--- src/rtl/ym3438_pkg.sv ---
// Shared register map and control-bit layout for the YM3438 timer stage.
package ym3438_pkg;

    localparam logic [7:0] REG_TA_HI    = 8'h24;
    localparam logic [7:0] REG_TA_LO    = 8'h25;
    localparam logic [7:0] REG_TB       = 8'h26;
    localparam logic [7:0] REG_TMR_CTRL = 8'h27;

    localparam logic [1:0] CSM_MODE = 2'b10;

    localparam int CTRL_LOAD_A  = 0;
    localparam int CTRL_LOAD_B  = 1;
    localparam int CTRL_FEN_A   = 2;
    localparam int CTRL_FEN_B   = 3;
    localparam int CTRL_RST_A   = 4;
    localparam int CTRL_RST_B   = 5;
    localparam int CTRL_MODE_LO = 6;

    // Stored part of reg 0x27; the reset-flag bits are strobes and never held.
    typedef struct packed {
        logic [1:0] ch3_mode;
        logic       fen_b;
        logic       fen_a;
        logic       load_b;
        logic       load_a;
    } tmr_ctrl_t;

endpackage

--- src/rtl/ym3438_timer_cnt.sv ---
// One YM3438 timer: up-counter with reload, load-bit edge detect and sticky overflow flag.
module ym3438_timer_cnt
    import ym3438_pkg::*;
#(
    parameter int WIDTH = 10
) (
    input  logic             MCLK,
    input  logic             reset,
    input  logic             tick,
    input  logic             load,
    input  logic             flag_en,
    input  logic             flag_clr,
    input  logic [WIDTH-1:0] reload,
    output logic             flag,
    output logic             ovf
);

    logic [WIDTH-1:0] cnt;
    logic             load_q;
    logic             load_edge;
    logic             overflow;

    // A rising load bit reloads the counter and suppresses any tick on that edge.
    always_comb begin
        load_edge = load & ~load_q;
        overflow  = load & tick & ~load_edge & (cnt == '1);
    end

    // Overflow setting the flag takes priority over a clear strobe on the same edge.
    always_ff @(posedge MCLK) begin
        if (reset) begin
            cnt    <= '0;
            load_q <= 1'b0;
            ovf    <= 1'b0;
            flag   <= 1'b0;
        end else begin
            load_q <= load;
            ovf    <= overflow;
            if (load_edge) begin
                cnt <= reload;
            end else if (load & tick) begin
                cnt <= overflow ? reload : cnt + {{(WIDTH-1){1'b0}}, 1'b1};
            end
            if (overflow & flag_en) begin
                flag <= 1'b1;
            end else if (flag_clr) begin
                flag <= 1'b0;
            end
        end
    end

endmodule

--- src/rtl/ym3438_timers.sv ---
// Timer A / Timer B block: address latch, bank-0 decode of 0x24-0x27, timer B prescaler
// and CSM key-on gating around two ym3438_timer_cnt instances.
module ym3438_timers
    import ym3438_pkg::*;
#(
    parameter int TA_W   = 10,
    parameter int TB_W   = 8,
    parameter int TB_PRE = 4
) (
    input  logic       MCLK,
    input  logic       reset,
    input  logic       sample_tick,
    input  logic       write_addr_en,
    input  logic       write_data_en,
    input  logic [7:0] data_bus,
    input  logic       bank,
    output logic       timer_a,
    output logic       timer_b,
    output logic       ovf_a,
    output logic       csm_key,
    output logic [1:0] ch3_mode
);

    logic [7:0]        addr;
    logic              addr_valid;
    logic [7:0]        ta_hi;
    logic [1:0]        ta_lo;
    logic [TB_W-1:0]   tb_reload;
    logic [TA_W-1:0]   ta_reload;
    tmr_ctrl_t         ctrl;
    logic [TB_PRE-1:0] prescaler;
    logic              data_wr;
    logic              clr_a;
    logic              clr_b;
    logic              tick_b;
    logic              ovf_b_unused;

    always_comb begin
        data_wr   = write_data_en & addr_valid;
        clr_a     = data_wr & (addr == REG_TMR_CTRL) & data_bus[CTRL_RST_A];
        clr_b     = data_wr & (addr == REG_TMR_CTRL) & data_bus[CTRL_RST_B];
        tick_b    = sample_tick & (prescaler == '1);
        ta_reload = {ta_hi, ta_lo};
    end

    // A data write uses the address latched before this edge, so a simultaneous
    // address write only steers later data writes.
    always_ff @(posedge MCLK) begin
        if (reset) begin
            addr       <= 8'h00;
            addr_valid <= 1'b0;
            ta_hi      <= '0;
            ta_lo      <= '0;
            tb_reload  <= '0;
            ctrl       <= '0;
            prescaler  <= '0;
        end else begin
            if (write_addr_en) begin
                addr       <= data_bus;
                addr_valid <= ~bank;
            end
            if (data_wr) begin
                case (addr)
                    REG_TA_HI:    ta_hi     <= data_bus;
                    REG_TA_LO:    ta_lo     <= data_bus[1:0];
                    REG_TB:       tb_reload <= data_bus;
                    REG_TMR_CTRL: ctrl      <= {data_bus[CTRL_MODE_LO+1:CTRL_MODE_LO],
                                                data_bus[CTRL_FEN_B:CTRL_LOAD_A]};
                    default:      ;
                endcase
            end
            if (sample_tick) begin
                prescaler <= prescaler + {{(TB_PRE-1){1'b0}}, 1'b1};
            end
        end
    end

    ym3438_timer_cnt #(.WIDTH(TA_W)) u_timer_a (
        .MCLK     (MCLK),
        .reset    (reset),
        .tick     (sample_tick),
        .load     (ctrl.load_a),
        .flag_en  (ctrl.fen_a),
        .flag_clr (clr_a),
        .reload   (ta_reload),
        .flag     (timer_a),
        .ovf      (ovf_a)
    );

    ym3438_timer_cnt #(.WIDTH(TB_W)) u_timer_b (
        .MCLK     (MCLK),
        .reset    (reset),
        .tick     (tick_b),
        .load     (ctrl.load_b),
        .flag_en  (ctrl.fen_b),
        .flag_clr (clr_b),
        .reload   (tb_reload),
        .flag     (timer_b),
        .ovf      (ovf_b_unused)
    );

    assign ch3_mode = ctrl.ch3_mode;
    assign csm_key  = ovf_a & (ctrl.ch3_mode == CSM_MODE);

endmodule

--- config.mk ---
export PLATFORM = sky130hd
export DESIGN_NAME = ym3438_timers
export DESIGN_NICKNAME = d
export VERILOG_FILES = /design/src/rtl/ym3438_pkg.sv /design/src/rtl/ym3438_timer_cnt.sv /design/src/rtl/ym3438_timers.sv
export SDC_FILE = /design/constraint.sdc
export NUM_CORES = 1
export LEC_CHECK = 0
export BUFFER_PORTS_ARGS = -buffer_cell sky130_fd_sc_hd__buf_2
export CORE_UTILIZATION = 50
export CTS_CLUSTER_DIAMETER = 50
export DETAILED_ROUTE_END_ITERATION = 10
export HOLD_SLACK_MARGIN = 0.06
export PLACE_DENSITY_LB_ADDON = 0.3
export SKIP_CTS_REPAIR_TIMING = 1
export SKIP_LAST_GASP = 1
export SLEW_MARGIN = 5
export SYNTH_ARGS = -nofsm -noshare
export SYNTH_HDL_FRONTEND = slang
export SYNTH_SLANG_ARGS = --single-unit
--- constraint.sdc ---
create_clock -name MCLK -period 1.7 [get_ports MCLK]
set_input_delay 0.34 -clock MCLK [delete_from_list [all_inputs] [get_ports MCLK]]
set_output_delay 0.34 -clock MCLK [all_outputs]
set_load 0.05 [all_outputs]
==> After elaboration in Yosys (flattened, before gate mapping) <==
Cells that the tools add are included.
{ "word_totals": {"out_inout_bits": 6, "word_cells": 68, "register_bits": 60, "input_bits": 14} }
{ "classes": {"eq_ne": 8, "add_sub_neg": 3, "muxes": 10, "n_reduce_logical": 8, "n_bitwise": 21} }
{ "op_table": {"columns": ["op", "n"], "rows": [
  ["8-bit by 6-bit == test with 1-bit output (second input constant)", 4],
  ["10-bit two-way mux", 3],
  ["8-bit two-way mux", 3],
  ["1-bit bitwise AND", 16],
  ["10-bit by 1-bit adder with 10-bit output (second input constant)", 1],
  ["10-bit == test (second input constant)", 1],
  ["8-bit by 1-bit adder with 8-bit output (second input constant)", 1],
  ["8-bit == test (second input constant)", 1],
  ["2-bit AND reduction", 4],
  ["2-bit nonzero test", 4],
  ["1-bit NOT", 5],
  ["4-bit by 1-bit adder with 4-bit output (second input constant)", 1],
  ["4-bit == test (second input constant)", 1],
  ["1-bit two-way mux", 4],
  ["2-bit == test (second input constant)", 1]
]} }

==> Longest topological paths before layout <==
{ "depth": {"ltp_word": 8, "ltp_mapped": 6} }

==> Modules after synthesis <==
Synthesis repeated with hierarchy kept, for this count alone.
{ "unflattened": {"hier_cells": 306, "area_unflattened_um2": 2946.6} }
{ "by_module_without_submodules": {"columns": ["module", "cells_each", "instances", "area_each_um2"], "rows": [
  ["ym3438_timers", 145, 1, 1539.0],
  ["ym3438_timer_cnt (u_timer_a)", 85, 1, 738.2],
  ["ym3438_timer_cnt (u_timer_b)", 76, 1, 669.4]
]} }

==> Least setup slack after synthesis <==
Ideal clock, no wire load.
{ "synth_path": {"path_type": "register -> register", "startpoint": "reg u_timer_a.cnt[0]", "endpoint": "reg u_timer_a.cnt[5]", "slack_ns": -0.010, "arrival_ns": 1.635, "stages_incl_launch_ff": 7, "required_time_ns": 1.626, "path_cell_list": "dfxtp_1 > ha_1 > and4_4 > buf_6 > a31o_2 > or4_1 > a31oi_1"} }
{ "synth_between": {"elab_chain_len": 5, "elab_cells_between_ends": 6, "cone_classes": "add/sub: 1; eq/ne: 1; mux: 3; bitwise: 1"} }
{ "synth_rtl": {"columns": ["element", "line_no", "source"], "rows": [
  ["start: declaration", "ym3438_timer_cnt.sv:18", "logic [WIDTH-1:0] cnt;"],
  ["start signal: assignment", "ym3438_timer_cnt.sv:40", "cnt <= reload;"],
  ["start signal: assignment", "ym3438_timer_cnt.sv:42", "cnt <= overflow ? reload : cnt + {{(WIDTH-1){1'b0}}, 1'b1};"],
  ["parallel branches: the longest is 2 deep, another holds 10-bit by 1-bit adder with 10-bit output", null, null],
  ["10-bit two-way mux *", "ym3438_timer_cnt.sv:42", null],
  ["10-bit two-way mux *", "ym3438_timer_cnt.sv:41", "end else if (load & tick) begin"],
  ["10-bit two-way mux *", "ym3438_timer_cnt.sv:39", "if (load_edge) begin"]
]} }
Mark *: on every way between the ends. The select of a mux whose other input is x is not followed.
A chain may end at the register's enable or synchronous reset.

==> Worst setup path after layout <==
{ "layout_path": {"startpoint": "reg prescaler[0]", "endpoint": "reg u_timer_b.cnt[1]"} }
{ "layout_between": {"elab_chain_len": 8, "elab_cells_between_ends": 9, "cone_classes": "eq/ne: 1; mux: 3; bitwise: 4; reduce/logical: 1"} }
{ "layout_rtl": {"columns": ["element", "line_no", "source"], "rows": [
  ["start: declaration", "ym3438_timers.sv:31", "logic [TB_PRE-1:0] prescaler;"],
  ["start signal: assignment", "ym3438_timers.sv:73", "prescaler <= prescaler + {{(TB_PRE-1){1'b0}}, 1'b1};"],
  ["4-bit == test *", "ym3438_timers.sv:42", "tick_b = sample_tick & (prescaler == '1);"],
  ["1-bit bitwise AND *", "ym3438_timers.sv:42", null],
  ["1-bit bitwise AND *", "ym3438_timer_cnt.sv:26, ym3438_timer_cnt.sv:41", null],
  ["1-bit bitwise AND (2 in series)", "ym3438_timer_cnt.sv:26", "overflow = load & tick & ~load_edge & (cnt == '1);"],
  ["8-bit two-way mux", "ym3438_timer_cnt.sv:42", null],
  ["8-bit two-way mux", "ym3438_timer_cnt.sv:41", null],
  ["8-bit two-way mux", "ym3438_timer_cnt.sv:39", null],
  ["end signal: assignment", "ym3438_timer_cnt.sv:40", null],
  ["end signal: assignment", "ym3438_timer_cnt.sv:42", null],
  ["end: declaration", "ym3438_timer_cnt.sv:18", null]
]} }
Mark *: on every way between the ends. The rest lies on a longest branch, timed or not. The select of a mux whose other input is x is not followed.

==> reports/results.ini <==
[worst_setup_path]
ff2ff_path_depth = 5
slowest_stage = or4_1
crit_type = reg2reg
startpoint_type = flop
cp_max_fo = 3
arrival_ps = 1850
endpoint_kind = flop
slowest_delay_ps = 480
worstPathRequired_ps = 1930
cp_cell_sequence = ha_1 -> and4_4 -> nand2_1 -> or4_1 -> o2111a_1

[layout]
final_core_util_pct = 63.9
area_growth_syn_to_layout_pct = 20.0
ff_latch_area_mm2 = 0.00120
multi_input_area_mm2 = 0.00154
nNetsFinal = 368
final_area_mm2 = 0.00337
layout_common_cells = dfxtp_1 (58), nor2_1 (50), mux2i_1 (35)
mostFrequentLayoutCell = dfxtp_1
finalNonFillerCells = 426
drive_above_1_share_pct = 20.8
fillers = 446
diodes = 0

[clocking]
cts_buffers = 9
cts_tree = done
cts.clk_slew.worst_paths_ps = 80
root_buffer = clkbuf_8
cts_max_level = 3
clk_path_buf_depth = 2
cts_sinks = 60
clock_latency_ps = 340

[yosys]
ys_seq_area_share_pct = 42.8
yosys.area.top_type_share_pct = 42.8
ys_warn_count = 0
postSynthCellCount = 312
async_flop_share_pct = 0
syn-num-nets = 329
postSynthAreaPerCell_um2 = 9.00
syn_area_mm2 = 0.00281
synth_edf_count = 0
synth_area_leaders = dfxtp_1 (43%), mux2i_1 (12%), nor2_1 (6.7%), nand4_1 (2.4%), a31oi_1 (2.0%)
synth_area_leader_cell = dfxtp_1
synth_cell_types = 55
ys_ff_latch = 60
synth_ff_type = dfxtp_1

[timing]
post-route-min-period_ps = 1610
rsz0062_at_grt = false
worst_slew_pin_slew_ps = 421
slew_violations = 0
final_hold_viol_count = 0
clock.fmax_ghz = 0.619
slew-limit-headroom_pct = 71.7
fin_crit_sh_pct = 95.0
setup_viol = 0
finalClockSkew_ps = 12.1
tns_ps = 0

[floorplanning]
ioPinCount = 20
dieArea_mm2 = 0.00592
rows = 26
core-area_mm2 = 0.00527
die_h_um = 77.0
start_util_pct = 53.3
die_w_um = 77.0

[power]
ir_drop_v = 0.000637
p_per_area_mw_per_mm2 = 888
power.leakage_uw = 0.00139

[route]
drc = 0
wirelength_um = 7200
post_drt_wl_per_cell_um = 16.9
first_iter_violations = 162
final_antenna_net_count = 0
first_pass_iters = 4
vias = 2580
routed_via_density = 6.06

[global_route]
grt_pass1_vias = 2435
grtUsageTotal_pct = 25.3
grt_pass1_wl_um = 11700
antenna_found_initial = 0
grt_max_degree = 37
grt-ovfl-total = 0

[run_status]
status = completed

[placed_design]
dp.cells = 409
dpl-instance-area_mm2 = 0.00310
dp_hpwl_um = 4890
port_buffers = 19
gp_congestion = 0.919

[job]
drv_cap = 0

[min_path]
whs_path_depth = 2
hp-class = in2reg

==> layer usage <==
metal  GRT usage [%]  up-vias  part of all wire (%)
met1            33.0     1229                    47
met2            39.8      104                    47
met4            12.1        0                   1.7
met3            5.00       14                   4.9
li1                -     1233                     -
met5               0        -                     0
==> synthesized netlist by cell type, types with 5 or more instances <==
| cell type | n |
|---|---|
| nor3_1 | 6 |
| a21oi_1 | 8 |
| nand4_1 | 11 |
| mux2i_1 | 35 |
| nand3_1 | 8 |
| inv_1 | 11 |
| nor2_1 | 50 |
| a31oi_1 | 9 |
| o21ai_0 | 9 |
| nand2b_1 | 5 |
| nand2_1 | 15 |
| buf_2 | 5 |
| clkbuf_1 | 9 |
| dfxtp_1 | 60 |
==> final cells by class <==
class                           instances  share of cell area [%]
Clock inverter                          7                    2.90
Timing Repair Buffer                   43                    8.17
Multi-Input combinational cell        226                    45.7
Inverter                               11                    1.23
Clock buffer                            9                    3.68
Tap cell                               70                    2.60
Sequential cell                        60                    35.7
==> sequential cells by signal, summed over array words and instances (netlist names) <==
signal            cells
ctrl                  4
u_timer_a.ovf         1
ch3_mode              2
u_timer_a.load_q      1
prescaler             4
addr                  8
u_timer_b.load_q      1
addr_valid            1
u_timer_a.flag        1
u_timer_b.flag        1
u_timer_b.cnt         8
ta_hi                 8
tb_reload             8
u_timer_a.cnt        10
ta_lo                 2
==> final timing paths <==
kind | from | endpoint | slack, ps
max | prescaler[0] | u_timer_b.cnt[1] | 90
max reg2reg | prescaler[0] | u_timer_b.cnt[1] | 90
min | bank | addr_valid | 180
min reg2reg | ta_hi[4] | u_timer_a.cnt[6] | 470
==> through the flow <==
stage	hold WS, ps	power (µW)	worst slack, ps
floorplan	432	1530	30.6
global placement	447	1580	63.3
detailed placement	456	1580	71.6
CTS	172	3020	15.4
global route	183	3080	11.8
finish	181	2990	85.6
==> cells by family after synthesis <==
| logic type | count (synthesis) | synth area share (%) |
|---|---|---|
| xor+xnor | 4 | 1.25 |
| fa+ha+maj | 3 | 1.34 |
| flops | 60 | 42.8 |
| compound gates | 60 | 15.3 |
| simple gates | 124 | 22.9 |
| mux | 35 | 12.5 |
| buf+inv | 26 | 3.96 |
==> report_power, final <==
part	switching [µW]	total [µW]	internal [µW]
Clock	607	1440	832
Sequential	13.6	1440	1420
Combinational	71.8	115	43.5
==> critical path, delay by kind of cell, from the launching register on <==
kind	cells	cell delay, ps
AO/OA/AOI/OAI	1	150
adder cells (fa/ha/maj)	1	200
flip-flops	1	370
AND/OR/NAND/NOR	3	790
Note: power is estimated with default switching activity, not from simulation.
